--- config.mk ---
export PLATFORM = sky130hd
export DESIGN_NAME = pearson_check
export DESIGN_NICKNAME = d
export VERILOG_FILES = /design/src/rtl/pearson_check.sv
export SDC_FILE = /design/constraint.sdc
export NUM_CORES = 1
export LEC_CHECK = 0
export CAP_MARGIN = 5
export CORE_MARGIN = 10
export CORE_UTILIZATION = 45
export DETAILED_ROUTE_END_ITERATION = 16
export GPL_TIMING_DRIVEN = 0
export PLACE_DENSITY = 0.72
export SLEW_MARGIN = 20
export SYNTH_ARGS = -nofsm -noshare
export SYNTH_HDL_FRONTEND = slang
export SYNTH_SLANG_ARGS = --single-unit
--- constraint.sdc ---
create_clock -name clk_i -period 4 [get_ports clk_i]
set_input_delay 0.8 -clock clk_i [delete_from_list [all_inputs] [get_ports clk_i]]
set_output_delay 0.8 -clock clk_i [all_outputs]
set_load 0.02 [all_outputs]
--- src/rtl/pearson_check.sv ---
// Receive-side Pearson hash checker: recomputes an 8-bit Pearson hash over the
// payload of each frame and compares it with the trailing hash byte.
module pearson_check #(
  parameter int MAX_LEN = 64
) (
  input  logic       clk_i,
  input  logic       reset_i,
  input  logic [7:0] data_i,
  input  logic       valid_i,
  input  logic       last_i,
  output logic       ready_o,
  output logic       done_o,
  output logic       match_o,
  output logic       len_err_o,
  output logic [7:0] hash_o,
  output logic [7:0] len_o
);

  localparam logic [7:0] MAX_LEN_B = 8'(MAX_LEN);

  typedef enum logic [1:0] {IDLE, ACC, REPORT} state_t;

  state_t     state_q, state_d;
  logic [7:0] h_p0, h_d;
  logic [7:0] cnt_p0, cnt_d;
  logic       ovf_p0, ovf_d;
  logic       rep_load;
  logic       accept;

  logic       match_p1, len_err_p1;
  logic [7:0] hash_p1, len_p1;

  // Fixed permutation T[i] = (167*i + 13) mod 256; 167 is odd, so it is a bijection.
  function automatic logic [7:0] pearson_t(input logic [7:0] idx);
    logic [15:0] prod;
    prod = 16'(idx) * 16'd167 + 16'd13;
    return prod[7:0];
  endfunction

  function automatic logic [7:0] sat_inc(input logic [7:0] c);
    return (c == 8'hFF) ? c : c + 8'd1;
  endfunction

  assign ready_o = (state_q != REPORT);
  assign done_o  = (state_q == REPORT);
  assign accept  = valid_i & ready_o;

  always_comb begin
    state_d  = state_q;
    h_d      = h_p0;
    cnt_d    = cnt_p0;
    ovf_d    = ovf_p0;
    rep_load = 1'b0;
    case (state_q)
      IDLE: begin
        if (accept) begin
          if (last_i) begin
            rep_load = 1'b1;
            state_d  = REPORT;
          end else begin
            h_d     = pearson_t(data_i);
            cnt_d   = 8'd1;
            ovf_d   = 1'b0;
            state_d = ACC;
          end
        end
      end
      ACC: begin
        if (accept) begin
          if (last_i) begin
            rep_load = 1'b1;
            state_d  = REPORT;
          end else begin
            h_d   = pearson_t(h_p0 ^ data_i);
            cnt_d = sat_inc(cnt_p0);
            if (cnt_p0 == MAX_LEN_B) ovf_d = 1'b1;
          end
        end
      end
      REPORT: begin
        h_d     = 8'd0;
        cnt_d   = 8'd0;
        ovf_d   = 1'b0;
        state_d = IDLE;
      end
      default: state_d = IDLE;
    endcase
  end

  // Stage p0: frame accumulation state
  always_ff @(posedge clk_i or posedge reset_i) begin
    if (reset_i) begin
      state_q <= IDLE;
      h_p0    <= 8'd0;
      cnt_p0  <= 8'd0;
      ovf_p0  <= 1'b0;
    end else begin
      state_q <= state_d;
      h_p0    <= h_d;
      cnt_p0  <= cnt_d;
      ovf_p0  <= ovf_d;
    end
  end

  // Stage p1: verdict registers, loaded only on the edge entering REPORT
  always_ff @(posedge clk_i or posedge reset_i) begin
    if (reset_i) begin
      match_p1   <= 1'b0;
      len_err_p1 <= 1'b0;
      hash_p1    <= 8'd0;
      len_p1     <= 8'd0;
    end else if (rep_load) begin
      match_p1   <= (data_i == h_p0) & ~ovf_p0;
      len_err_p1 <= ovf_p0;
      hash_p1    <= h_p0;
      len_p1     <= cnt_p0;
    end
  end

  assign match_o   = match_p1;
  assign len_err_o = len_err_p1;
  assign hash_o    = hash_p1;
  assign len_o     = len_p1;

endmodule

==> impl_metrics.tcl, run 1 <==
set metrics [dict create \
    synth_top_family_by_area "adder cells" \
    via_per_inst 4.952 \
    htreeDepth 2 \
    first_pass_iters 4 \
    antenna_found_initial 0 \
    cp_data_arrival_time_ns 3.97 \
    setup_viol_count_final 0 \
    cp_max_fo 5 \
    port_buffers 31 \
    dp.cells 439 \
    rows 30 \
    nNetsFinal 435 \
    vias 2273 \
    grt_use_total 0.1223 \
    cts_sinks 37 \
    dieArea_mm2 0.01073 \
    cts-buffers-inserted 5 \
    cts_buffer_depth 2 \
    status "finished, final reports clean" \
    met3_usage 0.02478 \
    worst_setup_path_end_kind "flop" \
    reg2reg_depth 15 \
    yosysSeqAreaShare 0.2945 \
    overflow 0 \
    antenna_left 0 \
    synthAdderAreaFrac 0.2762 \
    clk-insertion-delay-late_ns 0.29 \
    stdcell_count 459 \
    cts_tree "built" \
    worstPathRequired_ns 4.19 \
    min_path_type "reg -> reg" \
    drc 0 \
    cts_root_buffer "clkbuf_8" \
    syn_inst 312 \
    crit_family "adder cells" \
    hold_viol 0 \
    avgSynthCellArea_um2 10.08 \
    clock.fmax_mhz 264.8 \
    min_period_ns 3.777 \
    synth_compound_area_frac 0.1043 \
    yosys_warnings 0 \
    busiest_layer "met2" \
    tightestPinTransition_ns 0.7607 \
    rsz0062_at_grt "false" \
    initial_core_util 0.4628 \
    drive_gt1_frac 0.1543 \
    hold_buffers 0 \
    n_antenna_cell 0 \
    maxSlewHeadroom 0.4921 \
    critPathKind "in -> reg" \
    critPathLaunchType "input port" \
    wl_per_cell_um 14.21 \
    fp.dieW_um 103.6 \
    cpMaxStageDelayCell "fa_1" \
    synth_area_leaders "dfrtp_1, ha_1, fa_1" \
    grt_util_met1 0.1466 \
    syn2layout_area_growth_pct 21.77 \
    crit_top_cell "inv_1" \
    synth_common_cells "inv_1, ha_1, dfrtp_1" \
    r2r_start "h_p0[5]" \
    ys_async_sr_fraction 1.000 \
    use_met2 0.2113 \
    place_congestion 0.8387 \
    syn_nets 385 \
    cts.clk_slew.worst_paths_ns 0.08 \
    fin_skew_ns 0.007853 \
    path_buf_inv 5 \
    synth-simple-area-share 0.07561 \
    yosysMostFrequentCell "inv_1" \
    io_pins 32 \
    drt-total-wl_um 6522 \
    maxSlewViolCount 0 \
    crit_path_max_incr_delay_ns 0.54 \
    synth_area_mm2 0.003144 \
    core_mm2 0.006794 \
    hpwl_um 5133 \
    maxCapViolCount 0 \
    synth_top_area_frac 0.2945 \
    regToRegSetupSlack_ns 0.41 \
    synth_xor_area_frac 0.09948 \
    finalCritPeriodShare 0.9442 \
    yosys_register_bits 37 \
    grt_start_max_net_pins 38 \
    die_y_um 103.6 \
    yosys.area.top_type "dfrtp_1" \
    first_global_vias 2356 \
    synth_cell_type_count 44 \
    synth_edf_count 0 \
    path_cells "buf_4, inv_1, fa_1, inv_1, ha_1, ha_1, inv_1, fa_1, inv_1, ha_1, or3_1, o22ai_2, xnor2_1, xnor2_1, o221ai_1, o21a_1" \
    r2r_end "h_p0[7]" \
    synth-main-ff-cell "dfrtp_1" \
    whs_path_depth 1 \
    synthMuxAreaShare 0.06805 \
    hp-start "len_o[3]" \
    drtIter0Drc 67 \
    hold_end "len_o[3]" \
    grt_pass1_wl_um 11100 \
]
[area by class of cell]
type,instances,area [µm²]
plain buffers,5,21.27
clock buffers,6,82.58
repair buffers,43,374.1
multi-input cells,207,2054
well taps,96,120.1
flip-flops and latches,37,925.9
clock inverters,2,13.76
inverters,63,236.5
fillers,604,2965
[registers in the layout, summed over array words and instances, names as in the netlist]
register / cells
cnt_p0: 8
h_p0: 8
hash_o: 8
len_err_o: 1
len_o: 8
match_o: 1
ovf_p0: 1
state_q: 2
[repair_timing]
action,in CTS,in global routing
cloned,0,0
setup buffers,9,3
resized for setup,27,21
pin swaps,9,10
endpoints found under the setup margin,4,2
hold endpoints to repair,0,0
[how the worst max path moves through the flow]
stage                    to      start  slack [ns]  cells past startpoint
floorplan           h_p0[7]  data_i[5]        0.04                     15
finish              h_p0[7]  data_i[2]        0.22                     16
CTS                 h_p0[7]  data_i[5]     0.00003                     16
global route        h_p0[7]  data_i[5]        0.02                     16
global placement    h_p0[7]  data_i[1]       -0.94                     17
detailed placement  h_p0[7]  data_i[1]       -0.96                     17
[kinds of logic (layout without fill, tap and decap cells)]
group / Yosys count / in the layout
XOR/XNOR: 34 / 34
flip-flops: 37 / 37
buffers and inverters: 68 / 119
AND/OR/NAND/NOR: 44 / 44
AO/OA/AOI/OAI: 49 / 49
adder cells (fa/ha/maj): 61 / 61
multiplexers: 19 / 19
[cell usage in the layout (no fill, tap or decap), drive strengths merged, types with 2 or more instances in the layout]
cell / n
clkinv: 2
buf: 18
xor2: 12
or3: 2
a21oi: 9
inv: 63
nor3: 3
dfrtp: 37
o21a: 5
clkbuf: 12
mux2: 19
nand3: 5
o22ai: 2
ha: 47
and3: 2
nor2b: 3
xnor2: 22
nand2: 9
fa: 14
a21o: 3
a31oi: 3
o221ai: 3
o31ai: 2
clkdlybuf4s50: 24
o21ai: 14
nand2b: 2
nor2: 12
[metal layers]
layer	up-vias	part of all wire
met1	1104	0.45
met3	13	0.036
met2	37	0.50
met5	-	0
met4	0	0.019
li1	1119	-
[per-stage QoR]
step / hold WS (ns) / area (µm²) / setup WS [ns] / TNS (ns) / util
6_report: 0.4870 / 3829 / 0.2232 / 0 / 0.5635
4_1_cts: 0.4909 / 3794 / 0.00003375 / 0 / 0.5584
3_5_place_dp: 0.4740 / 3575 / -0.9598 / -3.313 / 0.5262
5_1_grt: 0.5058 / 3829 / 0.02059 / 0 / 0.5635
2_1_floorplan: 0.4782 / 3144 / 0.03807 / 0 / -
3_3_place_gp: 0.4689 / 3575 / -0.9374 / -3.112 / 0.5262
Power of run 1 is not shown: default switching activity piles up to over one toggle a cycle in this logic, so the estimate is an artifact.
==> inputs of run 2 (changes only) <==
- ABC_AREA: default -> 1
- CAP_MARGIN: 5 -> 20
- MAX_ROUTING_LAYER: default -> met4
- PLACE_DENSITY: 0.72 -> 0.71
==> run 2 against run 1 <==
Count of clock-buffer cells in the layout grew 1. Final cell count up 24%. Sequential share of layout area is 0.46 points lower. Fmax grew 0.63%. Sequential cell count stayed put. Worst hold slack worse by 0.0080 ns. Largest cell class unchanged. Core utilization increased by 0.15 points. Non-clock buffer count shrank 5. Die area rose by 3.1%.
==> impl_metrics.tcl, run 2 <==
set metrics [dict create \
    critPathLaunchType "input port" \
    synth_edf_count 0 \
    min_path_type "reg -> reg" \
    regArea_um2 925.9 \
    path_buf_inv 6 \
    crit_top_cell "inv_1" \
    hold_slack_ns 0.4790 \
    port_buffers 31 \
    synth_cell_type_count 29 \
    maxCapViolCount 0 \
    syn_inst 429 \
    clock.fmax_mhz 266.4 \
    first_pass_iters 4 \
    cp.depth 21 \
    synth_area_leaders "dfrtp_1, ha_1, nand2_1" \
    reg2reg_depth 20 \
    cp-startpoint "data_i[6]" \
    antenna_left 0 \
    maxSlewViolCount 0 \
    avgSynthCellArea_um2 7.609 \
    n_antenna_cell 0 \
    initial_core_util 0.4726 \
    grt_pass1_wl_um 12740 \
    first_global_vias 2728 \
    cts_root_buffer "clkbuf_8" \
    rows 30 \
    yosysMostFrequentCell "nand2_1" \
    min_period_ns 3.753 \
    cp_max_fo 4 \
    drt-total-wl_um 7449 \
    cts.clk_slew.worst_paths_ns 0.07 \
    fin_skew_ns 0.003626 \
    place_congestion 0.8381 \
    nNetsFinal 547 \
    antenna_found_initial 0 \
    clk-insertion-delay-late_ns 0.29 \
    die_y_um 105.2 \
    yosys_register_bits 37 \
    via_per_inst 4.926 \
    cts_tree "built" \
    n_fill_cell 662 \
    finalCritPeriodShare 0.9383 \
    setup_slack_ns 0.2468 \
    hold_viol 0 \
    yosys_warnings 0 \
    cts-buffers-inserted 5 \
    wl_per_cell_um 13.07 \
    cts_sinks 37 \
    ys_async_sr_fraction 1.000 \
    cpMaxStageDelayCell "fa_1" \
    multi_input_area_mm2 0.002014 \
    synth-main-ff-cell "dfrtp_1" \
    synth_top_area_frac 0.2836 \
    io_pins 32 \
    setup_viol_count_final 0 \
    fin_setup_tns_ns 0 \
    final_common_cell "nand2_1" \
    status "finished, final reports clean" \
    drtIter0Drc 156 \
    path_cells "buf_2, xnor2_2, inv_1, ha_1, ha_1, inv_1, fa_1, fa_1, inv_1, ha_4, nand2_1, inv_1, nand4_1, nand3_1, nand2_2, inv_1, nand3_1, nand3_1, nand2_1, nand2_1, nand2_1" \
    syn_nets 502 \
    r2r_end "h_p0[7]" \
    cp_data_arrival_time_ns 3.93 \
    critPathKind "in -> reg" \
    final_core_util 0.5650 \
    overflow 0 \
    synth_common_cells "nand2_1, inv_1, ha_1" \
    synth_area_mm2 0.003264 \
    yosys.area.top_type "dfrtp_1" \
    worstPathRequired_ns 4.18 \
    regToRegSetupSlack_ns 0.44 \
    grt_start_max_net_pins 34 \
    yosysSeqAreaShare 0.2836 \
    cts_buffer_depth 2 \
    endpoint "h_p0[7]" \
    core_mm2 0.006907 \
    r2r_start "h_p0[6]" \
    rsz0062_at_grt "false" \
    drive_gt1_frac 0.09072 \
    tightestPinTransition_ns 0.5390 \
    drc 0 \
    vias 2808 \
    crit_family "adder cells" \
    htreeDepth 2 \
    crit_path_max_incr_delay_ns 0.51 \
    fp.dieW_um 105.2 \
    dieArea_mm2 0.01106 \
    layout_common_cells "nand2_1, inv_1, ha_1, dfrtp_1" \
    hpwl_um 5956 \
    worst_setup_path_end_kind "flop" \
    dp_slack_ns -0.9584 \
    syn2layout_area_growth_pct 19.55 \
    grt_use_total 0.1415 \
    maxSlewHeadroom 0.6407 \
]
## run 2: cell count changes after synthesis, sizes merged, moves of 4 or more
cell   before  now
o21a        5    1
mux2       19    0
a21oi       9   13
inv        63   99
nand2       9  111
nand3       5   23
xnor2      22    9
nor2       12   17
o21ai      14   32
xor2       12    3
## run 2: metal layers
metal	wire length, µm	global-route usage	up-vias
met5	0	-	-
met4	101	0.03039	0
met3	238	0.02518	11
met2	3706	0.2438	41
met1	3403	0.1679	1339
li1	-	-	1417
## run 2: timing repair
item,in CTS,in global routing
pin swaps,4,5
hold buffers,0,0
setup buffers,3,3
setup endpoints to repair,4,3
resized for setup,28,22
## run 2: worst min-delay path by stage
stage                     depth (start not counted)  slack (ns)        to      from
after global routing                              2        0.51  len_o[1]  len_o[1]
after detailed placement                          1        0.47   match_o    ovf_p0
after floorplan                                   1        0.43   match_o    ovf_p0
after global placement                            1        0.45   match_o    ovf_p0
final                                             2        0.48  len_o[4]  len_o[4]
after CTS                                         1        0.49   match_o    ovf_p0
## run 2: cell families (layout without fill, tap and decap cells)
group / after synthesis / count (layout) / synth area share
flops: 37 / 37 / 0.2836
xor+xnor: 12 / 12 / 0.03220
simple gates: 157 / 157 / 0.2016
compound gates: 56 / 56 / 0.09276
buf+inv: 106 / 151 / 0.1238
fa+ha+maj: 61 / 61 / 0.2660
## run 2: tightest hold or removal path, delay by kind of cell (launching register included)
kind | cells | cell delay (ns)
and+or+nand+nor | 1 | 0.05
AOI/OAI and AO/OA | 1 | 0.05
DFF | 1 | 0.34
## run 2: final cells by class
| cell class | instances | area share |
|---|---|---|
| timing repair buffer | 38 | 0.08849 |
| tap | 96 | 0.03078 |
| multi-input combinational | 286 | 0.5162 |
| buffer | 5 | 0.006733 |
| clock buffer | 7 | 0.02212 |
| inverter | 101 | 0.09843 |
| sequential | 37 | 0.2373 |
## run 2: metrics by stage
step | instance area [µm²] | std cells
final | 3902 | 570
after CTS | 3884 | 567
after detailed placement | 3715 | 557
after global placement | 3695 | 556
after global routing | 3902 | 570
after floorplan | 3264 | 429
Power of run 2 is left out for the same reason.
